`config.mk`:
```
export PLATFORM = sky130hd
export DESIGN_NAME = demux64_capture_flat
export DESIGN_NICKNAME = d
export VERILOG_FILES = /design/src/rtl/demux64_capture_pkg.sv /design/src/rtl/demux64_capture_if.sv /design/src/rtl/demux64_capture_slot_decoder.sv /design/src/rtl/demux64_capture.sv /design/src/flat_wrapper.sv
export SDC_FILE = /design/constraint.sdc
export NUM_CORES = 1
export LEC_CHECK = 0
export BUFFER_PORTS_ARGS = -buffer_cell sky130_fd_sc_hd__buf_4
export CAP_MARGIN = 20
export CORE_ASPECT_RATIO = 2
export CORE_MARGIN = 5
export CORE_UTILIZATION = 45
export DETAILED_ROUTE_END_ITERATION = 8
export PLACE_DENSITY_LB_ADDON = 0.12
export SYNTH_ARGS = -nofsm -noshare
export SYNTH_HDL_FRONTEND = slang
export SYNTH_HIERARCHICAL = 1
export SYNTH_SLANG_ARGS = --single-unit
export TNS_END_PERCENT = 1
```
`constraint.sdc`:
```
create_clock -name clk -period 5.9 [get_ports clk]
set_clock_uncertainty 0.2 [all_clocks]
set_input_delay 0.885 -clock clk [delete_from_list [all_inputs] [get_ports clk]]
set_output_delay 0.885 -clock clk [all_outputs]
set_load 0.01 [all_outputs]
```
`src/rtl/demux64_capture_pkg.sv`:
```
// demux64_capture shared package
// Holds the state enum, slot geometry and the last-slot constant.
package demux64_pkg;

    localparam int N_SLOTS = 64;
    localparam int SEL_W   = 6;

    localparam logic [SEL_W-1:0] LAST_SLOT = 6'd63;

    typedef enum logic {
        IDLE    = 1'b0,
        CAPTURE = 1'b1
    } state_t;

endpackage

```
`src/rtl/demux64_capture_if.sv`:
```
// demux64_capture bus interface
// Bundles the capture controls, serial input and frame handshake.
// master: the producer/consumer side; slave: the capture block.
interface demux64_capture_if;
    import demux64_pkg::*;

    logic               start;
    logic               cont;
    logic               din;
    logic               din_valid;
    logic [N_SLOTS-1:0] frame;
    logic               frame_valid;
    logic               frame_ready;
    logic [SEL_W-1:0]   slot;
    logic               busy;
    logic               overrun;

    modport master (
        output start, cont, din, din_valid, frame_ready,
        input  frame, frame_valid, slot, busy, overrun
    );

    modport slave (
        input  start, cont, din, din_valid, frame_ready,
        output frame, frame_valid, slot, busy, overrun
    );

endinterface

```
`src/rtl/demux64_capture_slot_decoder.sv`:
```
// slot_decoder_6to64
// One-hot write enables for the shadow register.
// Ports: slot_i (slot index), en_i (write this cycle), we_o (per-slot enable).
module slot_decoder_6to64
    import demux64_pkg::*;
(
    input  logic [SEL_W-1:0]   slot_i,
    input  logic               en_i,
    output logic [N_SLOTS-1:0] we_o
);

    always_comb begin
        we_o = '0;
        if (en_i) begin
            we_o[slot_i] = 1'b1;
        end
    end

endmodule

```
`src/rtl/demux64_capture.sv`:
```
// demux64_capture
// Serial-to-parallel capture: steers din into 64 slots and hands out
// completed frames on a valid/ready bus.
// Ports: clk, rst (async, active-high), bus (slave side of the capture bus).
module demux64_capture
    import demux64_pkg::*;
(
    input  logic               clk,
    input  logic               rst,
    demux64_capture_if.slave   bus
);

    state_t             state_q, state_d;
    logic [SEL_W-1:0]   slot_q, slot_d;
    logic [N_SLOTS-1:0] shadow_q, shadow_d;
    logic [N_SLOTS-1:0] frame_q, frame_d;
    logic               fv_q, fv_d;
    logic               ovr_q, ovr_d;

    logic               capturing;
    logic               beat;
    logic               complete;
    logic               load;
    logic               accept;
    logic [N_SLOTS-1:0] we;

    assign capturing = (state_q == CAPTURE);
    assign beat      = capturing && bus.din_valid;
    assign complete  = beat && (slot_q == LAST_SLOT);
    assign accept    = fv_q && bus.frame_ready;
    // A completing frame may replace one that is being accepted now.
    assign load      = complete && (!fv_q || bus.frame_ready);

    slot_decoder_6to64 u_dec (
        .slot_i (slot_q),
        .en_i   (beat),
        .we_o   (we)
    );

    // State register
    always_ff @(posedge clk or posedge rst) begin
        if (rst) begin
            state_q  <= IDLE;
            slot_q   <= '0;
            shadow_q <= '0;
            frame_q  <= '0;
            fv_q     <= 1'b0;
            ovr_q    <= 1'b0;
        end else begin
            state_q  <= state_d;
            slot_q   <= slot_d;
            shadow_q <= shadow_d;
            frame_q  <= frame_d;
            fv_q     <= fv_d;
            ovr_q    <= ovr_d;
        end
    end

    // Next-state logic
    always_comb begin
        state_d = state_q;
        unique case (state_q)
            IDLE: begin
                if (bus.start) begin
                    state_d = CAPTURE;
                end
            end
            CAPTURE: begin
                if (complete) begin
                    state_d = bus.cont ? CAPTURE : IDLE;
                end
            end
            default: state_d = IDLE;
        endcase
    end

    // Datapath next values
    always_comb begin
        slot_d   = slot_q;
        shadow_d = shadow_q;
        frame_d  = frame_q;
        fv_d     = fv_q;
        ovr_d    = ovr_q;

        if (!capturing && bus.start) begin
            slot_d   = '0;
            shadow_d = '0;
            ovr_d    = 1'b0;
        end

        if (beat) begin
            shadow_d = (shadow_q & ~we) | (we & {N_SLOTS{bus.din}});
            slot_d   = slot_q + SEL_W'(1);
        end

        if (complete) begin
            shadow_d = '0;
            if (!load) begin
                ovr_d = 1'b1;
            end
        end

        if (load) begin
            frame_d = {bus.din, shadow_q[N_SLOTS-2:0]};
            fv_d    = 1'b1;
        end else if (accept) begin
            fv_d    = 1'b0;
        end
    end

    // Outputs (all registered)
    always_comb begin
        bus.busy        = capturing;
        bus.slot        = slot_q;
        bus.frame       = frame_q;
        bus.frame_valid = fv_q;
        bus.overrun     = ovr_q;
    end

endmodule

```
`src/flat_wrapper.sv`:
```
// flat-port wrapper written by rule: the top's interface ports become plain ports
module demux64_capture_flat import demux64_pkg::*;
  (clk, rst, bus_start, bus_cont, bus_din, bus_din_valid, bus_frame_ready, bus_frame, bus_frame_valid, bus_slot, bus_busy, bus_overrun);
  demux64_capture_if bus_i ();
  input  logic clk;
  input  logic rst;
  input wire logic [$bits(bus_i.start)-1:0] bus_start;
  input wire logic [$bits(bus_i.cont)-1:0] bus_cont;
  input wire logic [$bits(bus_i.din)-1:0] bus_din;
  input wire logic [$bits(bus_i.din_valid)-1:0] bus_din_valid;
  input wire logic [$bits(bus_i.frame_ready)-1:0] bus_frame_ready;
  output wire logic [$bits(bus_i.frame)-1:0] bus_frame;
  output wire logic [$bits(bus_i.frame_valid)-1:0] bus_frame_valid;
  output wire logic [$bits(bus_i.slot)-1:0] bus_slot;
  output wire logic [$bits(bus_i.busy)-1:0] bus_busy;
  output wire logic [$bits(bus_i.overrun)-1:0] bus_overrun;
  assign bus_i.start = bus_start;
  assign bus_i.cont = bus_cont;
  assign bus_i.din = bus_din;
  assign bus_i.din_valid = bus_din_valid;
  assign bus_i.frame_ready = bus_frame_ready;
  assign bus_frame = bus_i.frame;
  assign bus_frame_valid = bus_i.frame_valid;
  assign bus_slot = bus_i.slot;
  assign bus_busy = bus_i.busy;
  assign bus_overrun = bus_i.overrun;
  demux64_capture u_core (.clk(clk), .rst(rst), .bus(bus_i));
endmodule
```
==> flow_summary.toml <==
[logic_synthesis]
synth_nets = 575
synth_warnings = 6
synthCells = 567
syn_area_per_cell_sq_um = 12.2
syn-cell-area_sq_um = 6920

[grt]
grt_usage_pct = 18.7
antenna_found_initial = 0
grt_pass1_wl_um = 27100
grt_max_degree = 85
grt_pass1_vias = 4941
overflow = 0

[clocking]
root_buffer = "clkbuf_16"
clkSinkCount = 136
post_cts_buffers = 0
cts_hold_buf = 0
insertion_delay_ps = 410
ctsResizeCount = 0
cts_buffers = 17
clk_pin_slew_ps = 60
htree_levels = 4
cts_max_path_buffers = 2
cts_tree = "yes"

[die]
rows = 64
dieArea_sq_um = 18100
ios = 80
core_area_sq_um = 15200
fp.dieW_um = 97.7
die_height_um = 185
start_util_pct = 45.5

[job]
max_cap_viol_count = 0

[layout]
drive_gt1_share_pct = 30.1
nets = 627
fin_util_pct = 53.0
mostFrequentLayoutCells = "dfrtp_1, buf_4, inv_1"
n_fill_cell = 1379
mostFrequentLayoutCell = "dfrtp_1"
diodes = 0
syn2layout_area_growth_pct = 16.4

[route]
wirelength_um = 16800
drtIter0Drc = 314
avgRoutedWirePerCell_um = 20.2
first_pass_iters = 5
drc = 0
final_antenna_net_count = 0
vias = 4989
via_per_inst = 6.01

[power_and_ir_drop]
power.leakage_uw = 0.00354
p_int_uw = 1860
pwr-share-clk_pct = 45.5
p_comb_share_pct = 12.2
p_per_area_nw_per_um2 = 321
seqPwrFrac_pct = 42.3
finalPower_uw = 2590
switching_share_pct = 28.3
p_switching_uw = 732
ir_worst_vdd_mv = 0.232

[timing]
period_minus_slack_ps = 3860
worst_slack_ps = 2040
rsz0062_at_grt = "no"
finalCritPeriodShare_pct = 65.4
tightest_slew_ps = 752
maxSlewHeadroom_pct = 49.9
hold_viol_final = 0
timing.fmax_mhz = 259
setup_violations = 0
fin_tns_setup_ps = 0
finalMaxSlewViolations = 0

[setup_path]
path_buf_inv = 1
cpPeakStageDelay_ps = 840
cpMaxStageDelayCell = "and4_4"
arrival_ps = 3950
worstPathRequired_ps = 5990
crit_chain = "ha_1 > and3_4 > and4_4 > buf_4 > mux2_4"
cp-end-kind = "register"
start_kind = "register"
path_class = "register to register"
cp_max_fo = 68
cp_top_family = "simple AND/OR/NAND/NOR gates"

[outcome]
outcome = "complete, no violations"

[hold_path]
hold_class = "register to register"

[placement]
gp_congestion = 0.762
portBuffers = 79
dp_hpwl_um = 10400
post-place-ws_ps = 2010
layout make-up:
class                   count  area (sq um)  area share, %
clock buffers              18           429           5.33
clock inverters            14           219           2.72
inverters                  66           253           3.14
multi-input cells         314          2880           35.7
flip-flops and latches    136          3400           42.2
well taps                 198           248           3.07
repair buffers             84           631           7.83
sequential cells by signal (all words and copies together), names as in the netlist:
| name | count |
|---|---|
| u_core/bus.frame | 64 |
| u_core/bus.frame_valid | 1 |
| u_core/bus.busy | 1 |
| u_core/bus.slot | 6 |
| u_core/shadow_q | 63 |
| u_core/bus.overrun | 1 |
through the flow:
| stage | cell area [sq um] | hold WS (ps) | instances |
|---|---|---|---|
| 4_1_cts | 8060 | 314 | 830 |
| 3_3_place_gp | 7410 | 299 | 798 |
| 6_report | 8060 | 312 | 830 |
| 2_1_floorplan | 6920 | 298 | 567 |
| 5_1_grt | 8060 | 329 | 830 |
| 3_5_place_dp | 7410 | 293 | 798 |
path summary, 6_finish.rpt:
path | slack, ps | end | startpoint | cells after the start
max | 2040 | u_core/bus.frame[51] | u_core/bus.slot[1] | 5
min reg2reg | 310 | u_core/bus.frame[57] | u_core/bus.frame[57] | 1
min in group asynchronous | 420 | u_core/bus.frame[16] | rst | 2
min | 310 | u_core/bus.frame[57] | u_core/bus.frame[57] | 1
max in group asynchronous | 3930 | u_core/shadow_q[38] | rst | 3
max reg2reg | 2040 | u_core/bus.frame[51] | u_core/bus.slot[1] | 5
power groups by stage:
stage | Clock (uW) | Combinational (uW) | Sequential, uW
global route | 1240 | 347 | 1110
floorplan | 0 | 283 | 1050
finish | 1180 | 317 | 1090
CTS | 1200 | 319 | 1090
detailed placement | 0 | 317 | 1110
global placement | 0 | 316 | 1100
worst reg2reg max path, delay by kind of cell (launching register included):
kind,cells,cell delay (ps)
adders and majority gates,1,340
buffers and inverters,1,570
DFF,1,730
muxes,1,390
and+or+nand+nor,2,1520
per-layer routing:
layer  vias up  track usage [%]  routed length [um]
met5         -                0                   0
met1      2535             23.5                6820
met4         0             6.93                 446
met3        31             4.33                 917
li1       2243                -                   -
met2       180             31.5                8570
(Power assumes the default switching activity.)
